**src/rtl/fb_scanout.sv**
```systemverilog
// rtl/fb_scanout.sv - framebuffer scan-out with SPRAM read/write slot arbiter
// Optional window border outline enabled by defining FB_BORDER_EN.
module fb_scanout #(
    parameter int IMG_W_LOG2 = 7,
    parameter int IMG_H_LOG2 = 7,
    parameter int X0         = 192,
    parameter int Y0         = 112,
    parameter int FIFO_DEPTH = 4
) (
    input  logic        clk,
    input  logic        rst,
    input  logic        vga_valid,
    input  logic [9:0]  vga_row,
    input  logic [9:0]  vga_col,
    input  logic        vga_hsync_in,
    input  logic        vga_vsync_in,
    input  logic        wr_valid,
    input  logic [13:0] wr_addr,
    input  logic [15:0] wr_data,
    output logic        wr_ready,
    output logic [7:0]  drop_cnt,
    output logic [13:0] spram_ad,
    output logic [15:0] spram_di,
    output logic        spram_we,
    input  logic [15:0] spram_do,
    output logic [5:0]  rgb,
    output logic        hsync_out,
    output logic        vsync_out
);
    localparam int PW = $clog2(FIFO_DEPTH);
    localparam logic [9:0] X0_V   = 10'(X0);
    localparam logic [9:0] Y0_V   = 10'(Y0);
    localparam logic [9:0] WIN_W  = 10'(2 ** (IMG_W_LOG2 + 1));
    localparam logic [9:0] WIN_H  = 10'(2 ** (IMG_H_LOG2 + 1));
    localparam logic [PW:0] PTR_ONE = {{PW{1'b0}}, 1'b1};

    // Unsigned wrap makes columns/rows left of or above the window compare as large.
    logic [9:0] dx, dy;
    logic       in_win, rd_slot, on_border;
    logic [IMG_W_LOG2-1:0] ix;
    logic [IMG_H_LOG2-1:0] iy;
    logic [13:0] rd_addr;

    assign dx      = vga_col - X0_V;
    assign dy      = vga_row - Y0_V;
    assign in_win  = vga_valid && (dx < WIN_W) && (dy < WIN_H);
    assign rd_slot = in_win && !vga_col[0];
    assign ix      = dx[IMG_W_LOG2:1];
    assign iy      = dy[IMG_H_LOG2:1];
    assign rd_addr = (14'(iy) << IMG_W_LOG2) | 14'(ix);

`ifdef FB_BORDER_EN
    localparam logic [9:0] X_LAST = WIN_W - 10'd1;
    localparam logic [9:0] Y_LAST = WIN_H - 10'd1;
    assign on_border = (dx == 10'd0) || (dx == X_LAST) || (dy == 10'd0) || (dy == Y_LAST);
`else
    assign on_border = 1'b0;
`endif

    logic [PW:0]  wr_ptr, rd_ptr;
    logic [13:0]  q_addr [FIFO_DEPTH];
    logic [15:0]  q_data [FIFO_DEPTH];
    logic         run_q, empty, full, push, pop;

    assign empty    = (wr_ptr == rd_ptr);
    assign full     = (wr_ptr[PW] != rd_ptr[PW]) && (wr_ptr[PW-1:0] == rd_ptr[PW-1:0]);
    assign wr_ready = run_q && !full;
    assign push     = wr_valid && wr_ready;
    // Pop uses registered occupancy only, so a fresh push never bypasses into this slot.
    assign pop      = !rd_slot && !empty;

    always_ff @(posedge clk) begin
        if (push) begin
            q_addr[wr_ptr[PW-1:0]] <= wr_addr;
            q_data[wr_ptr[PW-1:0]] <= wr_data;
        end
    end

    always_ff @(posedge clk or posedge rst) begin
        if (rst) begin
            run_q    <= 1'b0;
            wr_ptr   <= '0;
            rd_ptr   <= '0;
            drop_cnt <= 8'd0;
        end else begin
            run_q <= 1'b1;
            if (push)
                wr_ptr <= wr_ptr + PTR_ONE;
            if (pop)
                rd_ptr <= rd_ptr + PTR_ONE;
            if (wr_valid && full && drop_cnt != 8'hFF)
                drop_cnt <= drop_cnt + 8'd1;
        end
    end

    logic [1:0] win_d, rd_d, bord_d;
    logic [2:0] hs_d, vs_d;
    logic [1:0] grey_hi, pix;
    logic       unused_do;

    assign unused_do = ^{spram_do[15:8], spram_do[5:0]};
    assign pix       = rd_d[1] ? spram_do[7:6] : grey_hi;
    assign hsync_out = hs_d[2];
    assign vsync_out = vs_d[2];

    always_ff @(posedge clk or posedge rst) begin
        if (rst) begin
            spram_we <= 1'b0;
            spram_ad <= 14'd0;
            spram_di <= 16'd0;
            win_d    <= 2'b00;
            rd_d     <= 2'b00;
            bord_d   <= 2'b00;
            hs_d     <= 3'b000;
            vs_d     <= 3'b000;
            grey_hi  <= 2'b00;
            rgb      <= 6'd0;
        end else begin
            if (rd_slot) begin
                spram_we <= 1'b0;
                spram_ad <= rd_addr;
            end else if (pop) begin
                spram_we <= 1'b1;
                spram_ad <= q_addr[rd_ptr[PW-1:0]];
                spram_di <= q_data[rd_ptr[PW-1:0]];
            end else begin
                spram_we <= 1'b0;
            end
            win_d  <= {win_d[0], in_win};
            rd_d   <= {rd_d[0], rd_slot};
            bord_d <= {bord_d[0], on_border};
            hs_d   <= {hs_d[1:0], vga_hsync_in};
            vs_d   <= {vs_d[1:0], vga_vsync_in};
            // Odd column of each pair reuses the grey captured on the preceding read.
            if (rd_d[1])
                grey_hi <= spram_do[7:6];
            if (!win_d[1])
                rgb <= 6'd0;
            else if (bord_d[1])
                rgb <= 6'b111111;
            else
                rgb <= {pix, pix, pix};
        end
    end
endmodule

```
**config.mk**
```make
export PLATFORM = sky130hd
export DESIGN_NAME = fb_scanout
export DESIGN_NICKNAME = d
export VERILOG_FILES = /design/src/rtl/fb_scanout.sv
export SDC_FILE = /design/constraint.sdc
export NUM_CORES = 1
export LEC_CHECK = 0
export CAP_MARGIN = 15
export CORE_MARGIN = 2
export CORE_UTILIZATION = 45
export DETAILED_ROUTE_END_ITERATION = 8
export PLACE_DENSITY_LB_ADDON = 0.2
export REMOVE_ABC_BUFFERS = 1
export SYNTH_ARGS = -nofsm -noshare
export SYNTH_HDL_FRONTEND = slang
export SYNTH_SLANG_ARGS = --single-unit
export TNS_END_PERCENT = 50
```
**constraint.sdc**
```tcl
create_clock -name clk -period 4.9 [get_ports clk]
set_clock_uncertainty 0.05 [all_clocks]
set_input_delay 0.98 -clock clk [delete_from_list [all_inputs] [get_ports clk]]
set_output_delay 0.98 -clock clk [all_outputs]
set_load 0.05 [all_outputs]
```
# Word-level counts from Yosys, hierarchy flattened
# Memory sizes are Yosys's and may differ from the RTL's. A register that Yosys moved wholly into a read port is not among the register bits.
# Index checks and enable logic that the tools add are counted.
# classes
n_reduce_logical,15
n_lt_le_gt_ge,2
muxes,8
addsub,5
bitwise_logic,2
n_eq_ne,4
# op_table
cell,n
14-bit 2-to-1 mux,2
10-bit by 9-bit less-than comparator with 1-bit output (second input constant),2
14-bit by 7-bit bitwise OR with 14-bit output,1
10-bit by 7-bit subtractor with 10-bit output (second input constant),1
10-bit by 8-bit subtractor with 10-bit output (second input constant),1
1-bit logical AND,9
8-bit by 1-bit adder with 8-bit output (second input constant),1
8-bit != test (second input constant),1
3-bit by 1-bit adder with 3-bit output (second input constant),2
6-bit 2-to-1 mux,1
1-bit logical NOT,4
1-bit 2-to-1 mux,4
3-bit == test,1
2-bit == test,1
2-bit 2-to-1 mux,1
2-bit AND reduction,1
2-bit nonzero test,1
1-bit != test,1
1-bit inverter,1
# totals
n_memories,2
ramBits,120
reg_bits,48
word_cells,50
out_inout_bits,48
inputBits,72
# mem_list
name,words,word_bits,rd,rd_clocked_by_memory_dff,wr,line_no,text
q_data,4,16,1,1,1,62,logic [15:0] q_data [FIFO_DEPTH];
q_addr,4,14,1,0,1,61,logic [13:0] q_addr [FIFO_DEPTH];

# Logic depth before layout (Yosys ltp)
# logic_depth
depth_word,9
depth_mapped,7

# Worst setup path before layout
# Ideal clock, no wire load.
# synth_timing
kind,reg-to-reg
startpoint,reg rd_ptr[0]
endpoint,mem q_addr[3][0] (enable)
slack_ps,1824
arrival_ps,2635
n_path_buf,1
path_stages_with_launch,5
synth_period_minus_slack_ps,3076
path_cell_list,dfrtp_1 buf_2 xnor2_1 a31oi_1 and3_1
# synth_via
elab_chain_cells,7
# synth_rtl
item,line_no,text
"start, declared",60,"logic [PW:0] wr_ptr, rd_ptr;"
"start signal, assigned",90,rd_ptr <= rd_ptr + PTR_ONE;
2-bit == test,66,assign full = (wr_ptr[PW] != rd_ptr[PW]) && (wr_ptr[PW-1:0] == rd_ptr[PW-1:0]);
1-bit logical AND,66,
1-bit logical NOT,67,assign wr_ready = run_q && !full;
1-bit logical AND,67,
net wr_ready,20,"output logic wr_ready,"
1-bit logical AND,68,assign push = wr_valid && wr_ready;
1-bit 2-to-1 mux,73,if (push) begin
1-bit 2-to-1 mux (not written as such),74,q_addr[wr_ptr[PW-1:0]] <= wr_addr;
"end, declared",61,
# The timed path passes the listed nets, and every way through them passes these cells.

# Final worst setup path
# layout_timing
startpoint,reg wr_ptr[0]
endpoint,out wr_ready
# layout_via
elab_chain_cells,4
# layout_rtl
item,line_no,text
"start, declared",60,
"start signal, assigned",88,wr_ptr <= wr_ptr + PTR_ONE;
2-bit == test,66,
1-bit logical AND,66,
1-bit logical NOT,67,
1-bit logical AND,67,
"end, declared",20,
# Every way passes these cells.

==> impl_metrics.sql <==
INSERT INTO impl_metrics (metric_group, metric, value, unit) VALUES
('run_status', 'status', 'complete, no violations', ''),
('clock_tree', 'worst_skew_pair.late_latency', '0.41', 'ns'),
('pwr', 'total_power', '5460', 'µW'),
('grt', 'total_overflow_reported_by_the_global_router', '0', ''),
('timing', 'fmax', '296', 'MHz'),
('die', 'num_io_pins', '120', ''),
('critical_path', 'critical-path-top-delay-family', 'buffers and inverters', ''),
('timing', 'timing.final.max_slew_violations', '0', ''),
('die', 'die_height', '128', 'µm'),
('die', 'placementRows', '45', ''),
('critical_path', 'critPathSlowestCell', 'clkdlybuf4s50_1', ''),
('route', 'drt_pass1_iterations', '4', ''),
('clock_tree', 'cts_buffer_depth', '2', ''),
('yosys', 'netlist_top_cells_area', 'edfxtp_1 (52%), dfrtp_1 (22%), mux4_2 (9.7%), mux2_2 (6.7%), xnor2_1 (1.9%)', ''),
('cells_and_area', 'area_growth', '25.9', '%'),
('yosys', 'cell_variety_after_synth', '30', ''),
('route', 'drc_viols', '0', ''),
('route', 'detailed_route_vias_per_instance', '5.17', ''),
('clock_tree', 'post_cts_hold_buffer_count', '0', ''),
('timing', 'fin_ws', '1.52', 'ns'),
('placed_design', 'place_ws', '1.26', 'ns'),
('die', 'floorplan.initialDensity', '45.8', '%'),
('critical_path', 'path_cells', 'xnor2_1, a31oi_1, clkdlybuf4s50_1', ''),
('yosys', 'syn-instance-count', '341', ''),
('critical_path', 'timing.critical_path.to_type', 'output pin', ''),
('route', 'routed-via-count', '3390', ''),
('clock_tree', 'cts-buffers-inserted', '17', ''),
('pwr', 'peakVddDrop', '0.271', 'mV'),
('clock_tree', 'post_cts_resized', '0', ''),
('critical_path', 'cp_data_required_time', '3.87', 'ns'),
('critical_path', 'critical_path_class', 'register to output pin', ''),
('route', 'wirelength', '12.2', 'mm'),
('critical_path', 'path_buf_inv', '1', ''),
('grt', 'grt_antenna_before_repair', '0', ''),
('yosys', 'yosys.area.top_type', 'edfxtp_1', ''),
('cells_and_area', 'fin_util', '57.6', '%'),
('grt', 'grt.total_usage', '16.2', '%'),
('route', 'drt.antenna.violating_nets', '0', ''),
('cells_and_area', 'mostFrequentLayoutCell', 'edfxtp_1', ''),
('timing', 'timing.setup.tns', '0', 'ns'),
('timing', 'tightestPinTransition', '0.901', 'ns'),
('yosys', 'yosysTopAreaCellShare', '52.0', '%'),
('clock_tree', 'h-tree-depth', '4', ''),
('timing', 'fin_crit', '3.38', 'ns'),
('placed_design', 'buffer_ports.inserted', '104', ''),
('cells_and_area', 'antenna-diode-count', '0', ''),
('placed_design', 'finalWeightedCongestion', '0.772', ''),
('critical_path', 'path_max_fanout', '6', ''),
('critical_path', 'crit_path_max_incr_delay', '0.92', 'ns'),
('critical_path', 'cp-start-kind', 'register', ''),
('clock_tree', 'cts.reportedPaths.clkPinSlew', '0.06', 'ns'),
('die', 'chipWidth', '128', 'µm'),
('grt', 'maximum_number_of_pins_on_one_net_before_global_route_repair', '44', ''),
('yosys', 'register_bit_total_from_synthesis', '180', ''),
('cells_and_area', 'most-common-layout-cells', 'edfxtp_1 (120), clkdlybuf4s50_1 (104), dfrtp_1 (58)', ''),
('job', 'max_cap_viol_count', '0', ''),
('timing', 'timing.final.setup_violations', '0', ''),
('die', 'die_area', '0.0164', 'mm²'),
('yosys', 'post_synth.cell_area_avg', '20.3', 'µm²'),
('cells_and_area', 'layout-drive-gt1-share', '24.4', '%'),
('yosys', 'synthesis.area', '0.00693', 'mm²'),
('pwr', 'static-leakage-power', '0.00312', 'µW'),
('grt', 'global_route_wire_length_before_repair', '19.3', 'mm'),
('clock_tree', 'tritoncts_clock_tree', 'built', ''),
('clock_tree', 'clock_tree.root_cell', 'clkbuf_16', ''),
('timing', 'report.final.hold_viol_count', '0', ''),
('timing', 'setup_repair_after_global_routing_missed_its_margin', 'no', ''),
('yosys', 'synth_warnings', '0', ''),
('grt', 'first_global_vias', '3573', ''),
('placed_design', 'detailed_place_hpwl', '7.19', 'mm'),
('cells_and_area', 'num-nets-final', '535', ''),
('route', 'avgRoutedWirePerCell', '18.6', 'µm'),
('critical_path', 'worstPathArrival', '2.35', 'ns'),
('clock_tree', 'clock-sinks', '180', ''),
('worst_hold_path', 'worst_hold_path_type', 'register to register', ''),
('clock_tree', 'postCtsSetupRepairBufs', '0', ''),
('yosys', 'synth_sequential_area_ratio', '73.7', '%'),
('cells_and_area', 'fillers', '1150', ''),
('route', 'first_iter_violations', '197', ''),
('die', 'floorplan.core_area', '0.0151', 'mm²'),
('timing', 'fin_crit_sh', '68.9', '%'),
('timing', 'slew-limit-headroom', '40.0', '%'),
('pwr', 'pwr_density_cell', '626', 'mW/mm²');
[logic make-up after synthesis]
group / Yosys count / synth area share (%)
multiplexers: 79 / 17.6
AO/OA/AOI/OAI: 7 / 0.885
flip-flops: 180 / 73.7
AND/OR/NAND/NOR: 27 / 2.29
adder cells (fa/ha/maj): 8 / 1.44
other: 1 / 0.0541
buffers and inverters: 20 / 1.70
XOR/XNOR: 19 / 2.40
[synth_stat cells (all sizes together)]
cell / count
nor3b: 1
conb: 1
o311ai: 1
and3: 5
dfrtp: 60
nand3: 5
ha: 8
xor2: 4
nand2: 4
xnor2: 15
mux2i: 8
buf: 12
nand3b: 1
a31oi: 2
o31ai: 1
clkbuf: 2
inv: 6
a311oi: 1
edfxtp: 120
and2: 2
nor2: 3
mux4: 30
mux2: 41
nor3: 2
nand4: 4
a21oi: 2
[per-layer routing]
layer  track usage [%]  up-vias  share of wire (%)
li1                  -     1562                  -
met4              5.24        0               0.99
met2              26.8       74                 51
met1              20.7     1746                 44
met5                 0        -                  0
met3              4.72        8                3.9
[layout make-up]
type	count	area (µm²)	area share, %
Clock buffer	21	460	5.28
Clock inverter	11	110	1.26
Inverter	6	22.5	0.258
Multi-Input combinational cell	141	1710	19.6
Sequential cell	180	5110	58.5
Tap cell	188	235	2.70
Timing Repair Buffer	109	1080	12.4
[registers in the layout, summed over array words and instances (netlist names)]
register and cells:
vs_d 3, win_d 2, spram_ad 14, drop_cnt 8, rd_ptr 3, hs_d 3
q_addr 56, spram_we 1, rgb 2, grey_hi 2, rd_d 2, spram_di 16
wr_ptr 3, q_data 64, run_q 1
[stage by stage]
stage | hold slack (ns) | cells | cell area, µm²
floorplan | 0.281 | 327 | 6840
global route | 0.303 | 656 | 8730
detailed placement | 0.286 | 624 | 8160
finish | 0.297 | 656 | 8730
global placement | 0.281 | 624 | 8160
CTS | 0.301 | 656 | 8730
[report_power, final]
group	total (µW)	leakage [µW]	internal (µW)	switching, µW
Sequential	2100	0.00181	1960	143
Combinational	2070	0.00103	917	1150
Clock	1300	0.000275	771	530
Total	5460	0.00312	3640	1820
[worst reg2reg max path, cell delays in order (launching register included)]
cell and delay, ns:
dfrtp_1 0.44, xnor2_1 0.20, a31oi_1 0.37, and3_2 0.86
[final timing paths]
kind / start / end / slack (ns) / cells after the start
max in group asynchronous: rst / rd_ptr[0] / 2.97 / 3
hold / removal: vs_d[0] / vs_d[1] / 0.30 / 0
hold reg to reg: vs_d[0] / vs_d[1] / 0.30 / 0
min in group asynchronous: rst / spram_di[6] / 0.85 / 2
setup reg to reg: wr_ptr[0] / q_data[3][11] / 2.58 / 3
setup / recovery: wr_ptr[0] / wr_ready / 1.52 / 3
(Power assumes the default switching activity.)
